$ cat src/rtl/mem_access_unit_pkg.sv
// mem_access_unit_pkg: shared FSM encodings, store-data source selects and limits.
package mem_access_unit_pkg;
  typedef logic [1:0] state_t;
  localparam state_t ST_IDLE = 2'd0;
  localparam state_t ST_WAIT = 2'd1;
  localparam state_t ST_DONE = 2'd2;
  localparam logic [1:0] FWD_WDATA = 2'b00;
  localparam logic [1:0] FWD_EXE = 2'b01;
  localparam logic [1:0] FWD_WB = 2'b10;
  localparam int WAIT_MAX = 7;
  localparam int CNT_W = 3;
endpackage

$ cat src/rtl/mem_access_unit_data_ram.sv
// data_ram: single-port DEPTH x WIDTH store, synchronous write, async read and async clear.
module data_ram #(
  parameter int WIDTH = 16,
  parameter int DEPTH = 64
) (
  input  logic                     clk,
  input  logic                     rst,
  input  logic                     we,
  input  logic [$clog2(DEPTH)-1:0] addr,
  input  logic [WIDTH-1:0]         wdata,
  output logic [WIDTH-1:0]         rdata
);
  logic [WIDTH-1:0] mem [DEPTH];
  always_ff @(posedge clk or posedge rst)
    if (rst) for (int i = 0; i < DEPTH; i++) mem[i] <= '0;
    else if (we) mem[addr] <= wdata;
  assign rdata = mem[addr];
endmodule

$ cat src/rtl/mem_access_unit.sv
// mem_access_unit: load/store unit with wait-stated reads, store forwarding and flush.
module mem_access_unit
  import mem_access_unit_pkg::*;
#(
  parameter int WIDTH = 16,
  parameter int DEPTH = 64,
  parameter int REG_AW = 4,
  parameter int WAIT_CYCLES = 2
) (
  input  logic              clk,
  input  logic              rst,
  input  logic              flush,
  input  logic              halt,
  input  logic              req_valid,
  output logic              req_ready,
  input  logic              is_read,
  input  logic              is_write,
  input  logic              reg_write,
  input  logic [WIDTH-1:0]  base,
  input  logic [WIDTH-1:0]  offset,
  input  logic [REG_AW-1:0] rd,
  input  logic [WIDTH-1:0]  wdata,
  input  logic [WIDTH-1:0]  exe_result,
  input  logic [1:0]        fwd_sel,
  output logic              wb_valid,
  output logic [WIDTH-1:0]  wb_data,
  output logic [REG_AW-1:0] wb_reg,
  output logic              wb_reg_write,
  output logic              busy,
  output logic              addr_err
);
  localparam int AW = $clog2(DEPTH);
  state_t           state;
  logic [CNT_W-1:0] cnt;
  logic [WIDTH:0]   ea;
  logic [WIDTH-1:0] sd, rdata;
  logic             in_range, accept, we, rw_q;
  // The extra sum bit keeps a wrapped address from aliasing into range.
  assign ea = {1'b0, base} + {1'b0, offset};
  assign in_range = ea < (WIDTH + 1)'(DEPTH);
  assign req_ready = state == ST_IDLE && !halt;
  assign accept = req_valid && req_ready && !flush;
  assign we = accept && is_write && in_range;
  assign sd = fwd_sel == FWD_EXE ? exe_result : fwd_sel == FWD_WB ? wb_data : wdata;
  assign busy = state != ST_IDLE;
  assign wb_valid = state == ST_DONE && !flush;
  assign wb_reg_write = wb_valid && rw_q;
  data_ram #(.WIDTH(WIDTH), .DEPTH(DEPTH)) u_ram (
    .clk  (clk),
    .rst  (rst),
    .we   (we),
    .addr (ea[AW-1:0]),
    .wdata(sd),
    .rdata(rdata)
  );
  always_ff @(posedge clk or posedge rst)
    if (rst) begin
      state    <= ST_IDLE;
      cnt      <= '0;
      wb_data  <= '0;
      wb_reg   <= '0;
      rw_q     <= 1'b0;
      addr_err <= 1'b0;
    end else begin
      addr_err <= accept && (is_read || is_write) && !in_range;
      if (flush && state != ST_IDLE) begin
        state <= ST_IDLE;
        cnt   <= '0;
      end else if (state == ST_IDLE) begin
        if (accept && is_read) begin
          state   <= WAIT_CYCLES == 0 ? ST_DONE : ST_WAIT;
          cnt     <= CNT_W'(WAIT_CYCLES);
          wb_data <= !in_range ? '0 : we ? sd : rdata;
          wb_reg  <= rd;
          rw_q    <= reg_write && in_range;
        end
      end else if (state == ST_WAIT) begin
        cnt <= cnt - 1'b1;
        if (cnt == CNT_W'(1)) state <= ST_DONE;
      end else begin
        state <= ST_IDLE;
      end
    end
endmodule

$ cat config.mk
export PLATFORM = sky130hd
export DESIGN_NAME = mem_access_unit
export DESIGN_NICKNAME = d
export VERILOG_FILES = /design/src/rtl/mem_access_unit_pkg.sv /design/src/rtl/mem_access_unit_data_ram.sv /design/src/rtl/mem_access_unit.sv
export SDC_FILE = /design/constraint.sdc
export NUM_CORES = 2
export LEC_CHECK = 0
export ABC_AREA = 1
export CORE_MARGIN = 2
export CORE_UTILIZATION = 30
export DETAILED_ROUTE_END_ITERATION = 8
export SYNTH_ARGS = -nofsm -noshare
export SYNTH_HDL_FRONTEND = slang
export SYNTH_HIERARCHICAL = 1
export SYNTH_SLANG_ARGS = --single-unit
export TNS_END_PERCENT = 5
$ cat constraint.sdc
create_clock -name clk -period 43.2 [get_ports clk]
set_clock_uncertainty 0.2 [all_clocks]
set_input_delay 10.8 -clock clk [delete_from_list [all_inputs] [get_ports clk]]
set_output_delay 10.8 -clock clk [all_outputs]
set_load 0.01 [all_outputs]
==> flow_metrics.py <==
metrics = {
    "route": {
        "remaining_antenna_violation_count": 0,
        "drt_pass1_iterations": 6,
        "detail_route.vias_per_cell": 4.85,
        "post_drt_wl_per_cell_um": 17.4,
        "drt_drc_violations_left": 0,
        "detailedRoute.firstIterationViolations": 4320,
        "route.vias.total": 44900,
        "route.final.wire_length_um": 161000,
    },
    "final_layout": {
        "layout.core_utilization": 0.340,
        "fraction_of_final_layout_cells_with_drive_strength_greater_than_1": 0.0556,
        "final_nets": 7047,
        "area_delta_synth_final_pct": 12.5,
        "largest_reg_flops": 1024,
        "fillerInstances": 18000,
        "finalInstanceArea_um2": 57800,
        "finish.cell_count_without_fillers": 9266,
    },
    "grt": {
        "number_of_global_route_vias_before_repair": 42200,
        "grt_max_degree": 163,
        "global_route.usage.total": 0.183,
        "antenna_found_initial": 5,
        "grt_first_pass_wirelength_um": 252000,
        "globalRoute.totalOverflow": 0,
    },
    "setup_path": {
        "worst_path_dominant_cell_family": "buffers and inverters",
        "start_kind": "primary input",
        "timing.critical_path.arrival_ns": 12.12,
        "path_buf_inv": 2,
        "path_common_cell": "sky130_fd_sc_hd__clkdlybuf4s50_1",
        "crit_path_cells": "clkdlybuf4s50_1, nor4_1, clkdlybuf4s50_1",
        "critPathMaxStageDelay_ns": 0.58,
        "worst-path-max-fanout": 5,
        "worst_path_max_delay_cell": "sky130_fd_sc_hd__clkdlybuf4s50_1",
        "cp.required_ns": 32.20,
        "path_type_of_the_worst_setup_path": "primary input to primary output",
        "end_kind": "primary output",
    },
    "sta": {
        "period_minus_slack_ns": 23.12,
        "slack_of_the_critical_path_ns": 20.08,
        "worst_slew_pin_slew_ns": 1.42,
        "setup_total_negative_slack_ns": 0,
        "max_slew_margin": 0.0514,
        "fin_worst_hold_slack_ns": 0.282,
        "timing.fmax_ghz": 0.0433,
        "final.period_utilization": 0.535,
        "timing_hold_violations_final": 0,
        "report.final.setup_viol": 0,
        "rsz0062_at_grt": "false",
        "finalMaxSlewViolations": 0,
    },
    "pwr": {
        "overall_power_mw": 2.23,
        "vdd_drop_max_uv": 33.4,
        "pwr_density_cell_nw_per_um2": 38.5,
        "cellLeakagePower_nw": 29.5,
    },
    "clock_network": {
        "clock_pin_slew_on_the_worst_setup_and_hold_paths_ns": 0.06,
        "cts_resized": 0,
        "number_of_buffers_created_by_cts": 112,
        "cts.repair_timing.setup_buffer_count": 0,
        "post_cts_hold_buffer_count": 0,
        "worstSkewPairLatency_ns": 0.75,
        "clock_sinks": 1051,
        "cts_tree": "yes",
        "clockBufferDepth": 3,
        "cts_root_buffer": "sky130_fd_sc_hd__clkbuf_16",
        "clock_tree.htree_level_count": 3,
    },
    "synthesis": {
        "post_synth_edffs": 0,
        "netlist_instances": 7151,
        "synth.avg_cell_area_um2": 7.18,
        "seq_total_area_yosys": 0.512,
        "synthFlopType": "sky130_fd_sc_hd__dfrtp_1",
        "synth.net_count": 7248,
        "ys.warnings.count": 6,
        "synth.cell_area_um2": 51300,
        "synth_cell_type_count": 35,
        "synth.ff_latch_count": 1051,
        "synthArstFlopShare": 1.00,
    },
    "die": {
        "die_boundary_height_um": 418,
        "floorplan.die.width_um": 418,
        "core-area_um2": 170000,
        "die_area_um2": 174000,
        "initial_utilization": 0.303,
        "placement_rows": 151,
        "pin_count": 103,
    },
    "place": {
        "gpl_wtd_cong": 0.863,
        "preCtsSetupSlack_ns": 20.07,
        "hpwlAfterDp_um": 93700,
        "placed_area_um2": 54000,
        "dpl.cell_count": 9054,
        "io_buffer_count": 102,
    },
    "status": {
        "run_status": "finished clean",
    },
    "min_path": {
        "holdCritPathClass": "flop to flop",
    },
    "job": {
        "max-cap-violations": 0,
    },
}
-- worst paths after layout --
check                               start             end  slack (ns)  cells after the start
setup / recovery                    flush    wb_reg_write       20.08                      3
hold / removal             u_ram/mem[914]  u_ram/mem[914]        0.28                      2
setup reg to reg                 state[0]  u_ram/mem[644]       39.02                     12
hold reg to reg            u_ram/mem[914]  u_ram/mem[914]        0.28                      2
max in group asynchronous             rst  u_ram/mem[182]       28.92                      5
min in group asynchronous             rst  u_ram/mem[604]       10.47                      2
-- worst reg2reg max path: stages (launching register included) --
cell and delay (ns):
sky130_fd_sc_hd__dfrtp_1 0.42, sky130_fd_sc_hd__nor2_1 0.10, sky130_fd_sc_hd__inv_1 0.09, sky130_fd_sc_hd__nor2_1 0.12
sky130_fd_sc_hd__nand3_1 0.10, sky130_fd_sc_hd__inv_1 0.09, sky130_fd_sc_hd__nand2_1 0.14, sky130_fd_sc_hd__nor3_1 0.39
sky130_fd_sc_hd__buf_4 0.25, sky130_fd_sc_hd__inv_2 0.09, sky130_fd_sc_hd__nor3_4 0.67, sky130_fd_sc_hd__nand2_1 0.96
sky130_fd_sc_hd__o21ai_0 0.45
-- layout make-up --
| type | count | area [µm²] | share of cell area |
|---|---|---|---|
| Clock inverter | 41 | 484 | 0.00838 |
| Multi-Input combinational cell | 5375 | 22300 | 0.386 |
| Sequential cell | 1051 | 26300 | 0.455 |
| Clock buffer | 168 | 3300 | 0.0572 |
| Tap cell | 2218 | 2780 | 0.0480 |
| Antenna cell | 3 | 7.51 | 0.000130 |
| Timing Repair Buffer | 196 | 1760 | 0.0305 |
| Inverter | 214 | 838 | 0.0145 |
-- where the power goes --
part	internal, mW	switching, mW	total, mW
Clock	0.577	0.416	0.993
Combinational	0.0409	0.206	0.247
Sequential	0.986	0.000947	0.987
-- cell usage after synthesis, types with 5 or more instances --
library cell | n | area (µm²)
sky130_fd_sc_hd__nand3b_1 | 16 | 120
sky130_fd_sc_hd__inv_2 | 9 | 33.8
sky130_fd_sc_hd__nand2_2 | 8 | 50.1
sky130_fd_sc_hd__nor2_2 | 19 | 119
sky130_fd_sc_hd__or2_2 | 19 | 119
sky130_fd_sc_hd__o211ai_1 | 5 | 37.5
sky130_fd_sc_hd__a31oi_1 | 16 | 100
sky130_fd_sc_hd__buf_2 | 84 | 420
sky130_fd_sc_hd__clkbuf_1 | 402 | 1510
sky130_fd_sc_hd__nand2_1 | 3721 | 14000
sky130_fd_sc_hd__a21oi_1 | 288 | 1440
sky130_fd_sc_hd__nand3_1 | 26 | 130
sky130_fd_sc_hd__nor2_1 | 388 | 1460
sky130_fd_sc_hd__ha_1 | 18 | 225
sky130_fd_sc_hd__nor3_2 | 5 | 50.1
sky130_fd_sc_hd__nand3_2 | 6 | 60.1
sky130_fd_sc_hd__buf_1 | 23 | 86.3
sky130_fd_sc_hd__inv_1 | 205 | 769
sky130_fd_sc_hd__o21ai_1 | 50 | 250
sky130_fd_sc_hd__nor3_1 | 7 | 35.0
sky130_fd_sc_hd__nand4_1 | 8 | 50.1
sky130_fd_sc_hd__dfrtp_1 | 1051 | 26300
sky130_fd_sc_hd__xor2_1 | 5 | 43.8
sky130_fd_sc_hd__o21ai_0 | 755 | 3780
-- metal layers --
layer / share of wire / GRT usage / wire length [µm] / vias to the layer above
met2: 0.45 / 0.291 / 72200 / 1362
met3: 0.060 / 0.0247 / 9770 / 237
met1: 0.46 / 0.256 / 74100 / 21500
li1: - / - / - / 21800
met5: 0 / 0 / 0 / -
met4: 0.034 / 0.0632 / 5440 / 0
-- cell usage in the layout, fill, tap and decap left out, types with 2 or more instances in the layout --
| master | instances |
|---|---|
| sky130_fd_sc_hd__a21oi_1 | 288 |
| sky130_fd_sc_hd__a21oi_2 | 3 |
| sky130_fd_sc_hd__a31oi_1 | 15 |
| sky130_fd_sc_hd__and2_1 | 4 |
| sky130_fd_sc_hd__buf_12 | 3 |
| sky130_fd_sc_hd__buf_4 | 91 |
| sky130_fd_sc_hd__bufinv_16 | 8 |
| sky130_fd_sc_hd__clkbuf_1 | 28 |
| sky130_fd_sc_hd__clkbuf_16 | 113 |
| sky130_fd_sc_hd__clkbuf_8 | 27 |
| sky130_fd_sc_hd__clkdlybuf4s50_1 | 102 |
| sky130_fd_sc_hd__clkinv_2 | 21 |
| sky130_fd_sc_hd__clkinv_8 | 2 |
| sky130_fd_sc_hd__clkinvlp_4 | 5 |
| sky130_fd_sc_hd__dfrtp_1 | 1051 |
| sky130_fd_sc_hd__diode_2 | 3 |
| sky130_fd_sc_hd__ha_1 | 17 |
| sky130_fd_sc_hd__inv_1 | 187 |
| sky130_fd_sc_hd__inv_16 | 2 |
| sky130_fd_sc_hd__inv_2 | 22 |
| sky130_fd_sc_hd__inv_6 | 3 |
| sky130_fd_sc_hd__inv_8 | 5 |
| sky130_fd_sc_hd__nand2_1 | 3721 |
| sky130_fd_sc_hd__nand2_2 | 8 |
| sky130_fd_sc_hd__nand3_1 | 26 |
| sky130_fd_sc_hd__nand3_2 | 6 |
| sky130_fd_sc_hd__nand3b_1 | 16 |
| sky130_fd_sc_hd__nand4_1 | 8 |
| sky130_fd_sc_hd__nor2_1 | 368 |
| sky130_fd_sc_hd__nor2_2 | 39 |
| sky130_fd_sc_hd__nor3_1 | 3 |
| sky130_fd_sc_hd__nor3_2 | 8 |
| sky130_fd_sc_hd__nor3_4 | 2 |
| sky130_fd_sc_hd__o211ai_1 | 5 |
| sky130_fd_sc_hd__o21ai_0 | 755 |
| sky130_fd_sc_hd__o21ai_1 | 50 |
| sky130_fd_sc_hd__or2_2 | 19 |
| sky130_fd_sc_hd__xor2_1 | 5 |
-- logic make-up (layout without fill, tap and decap cells) --
logic type | Yosys count | count (layout) | synth area share
and+or+nand+nor | 4231 | 4231 | 0.316
AOI/OAI and AO/OA | 1119 | 1119 | 0.110
DFF | 1051 | 1051 | 0.512
buffers and inverters | 725 | 619 | 0.0554
adders and majority gates | 19 | 19 | 0.00478
xor gates and xnor gates | 6 | 6 | 0.00102
other | 0 | 3 | 0
Power figures use the tool's default switching activity.
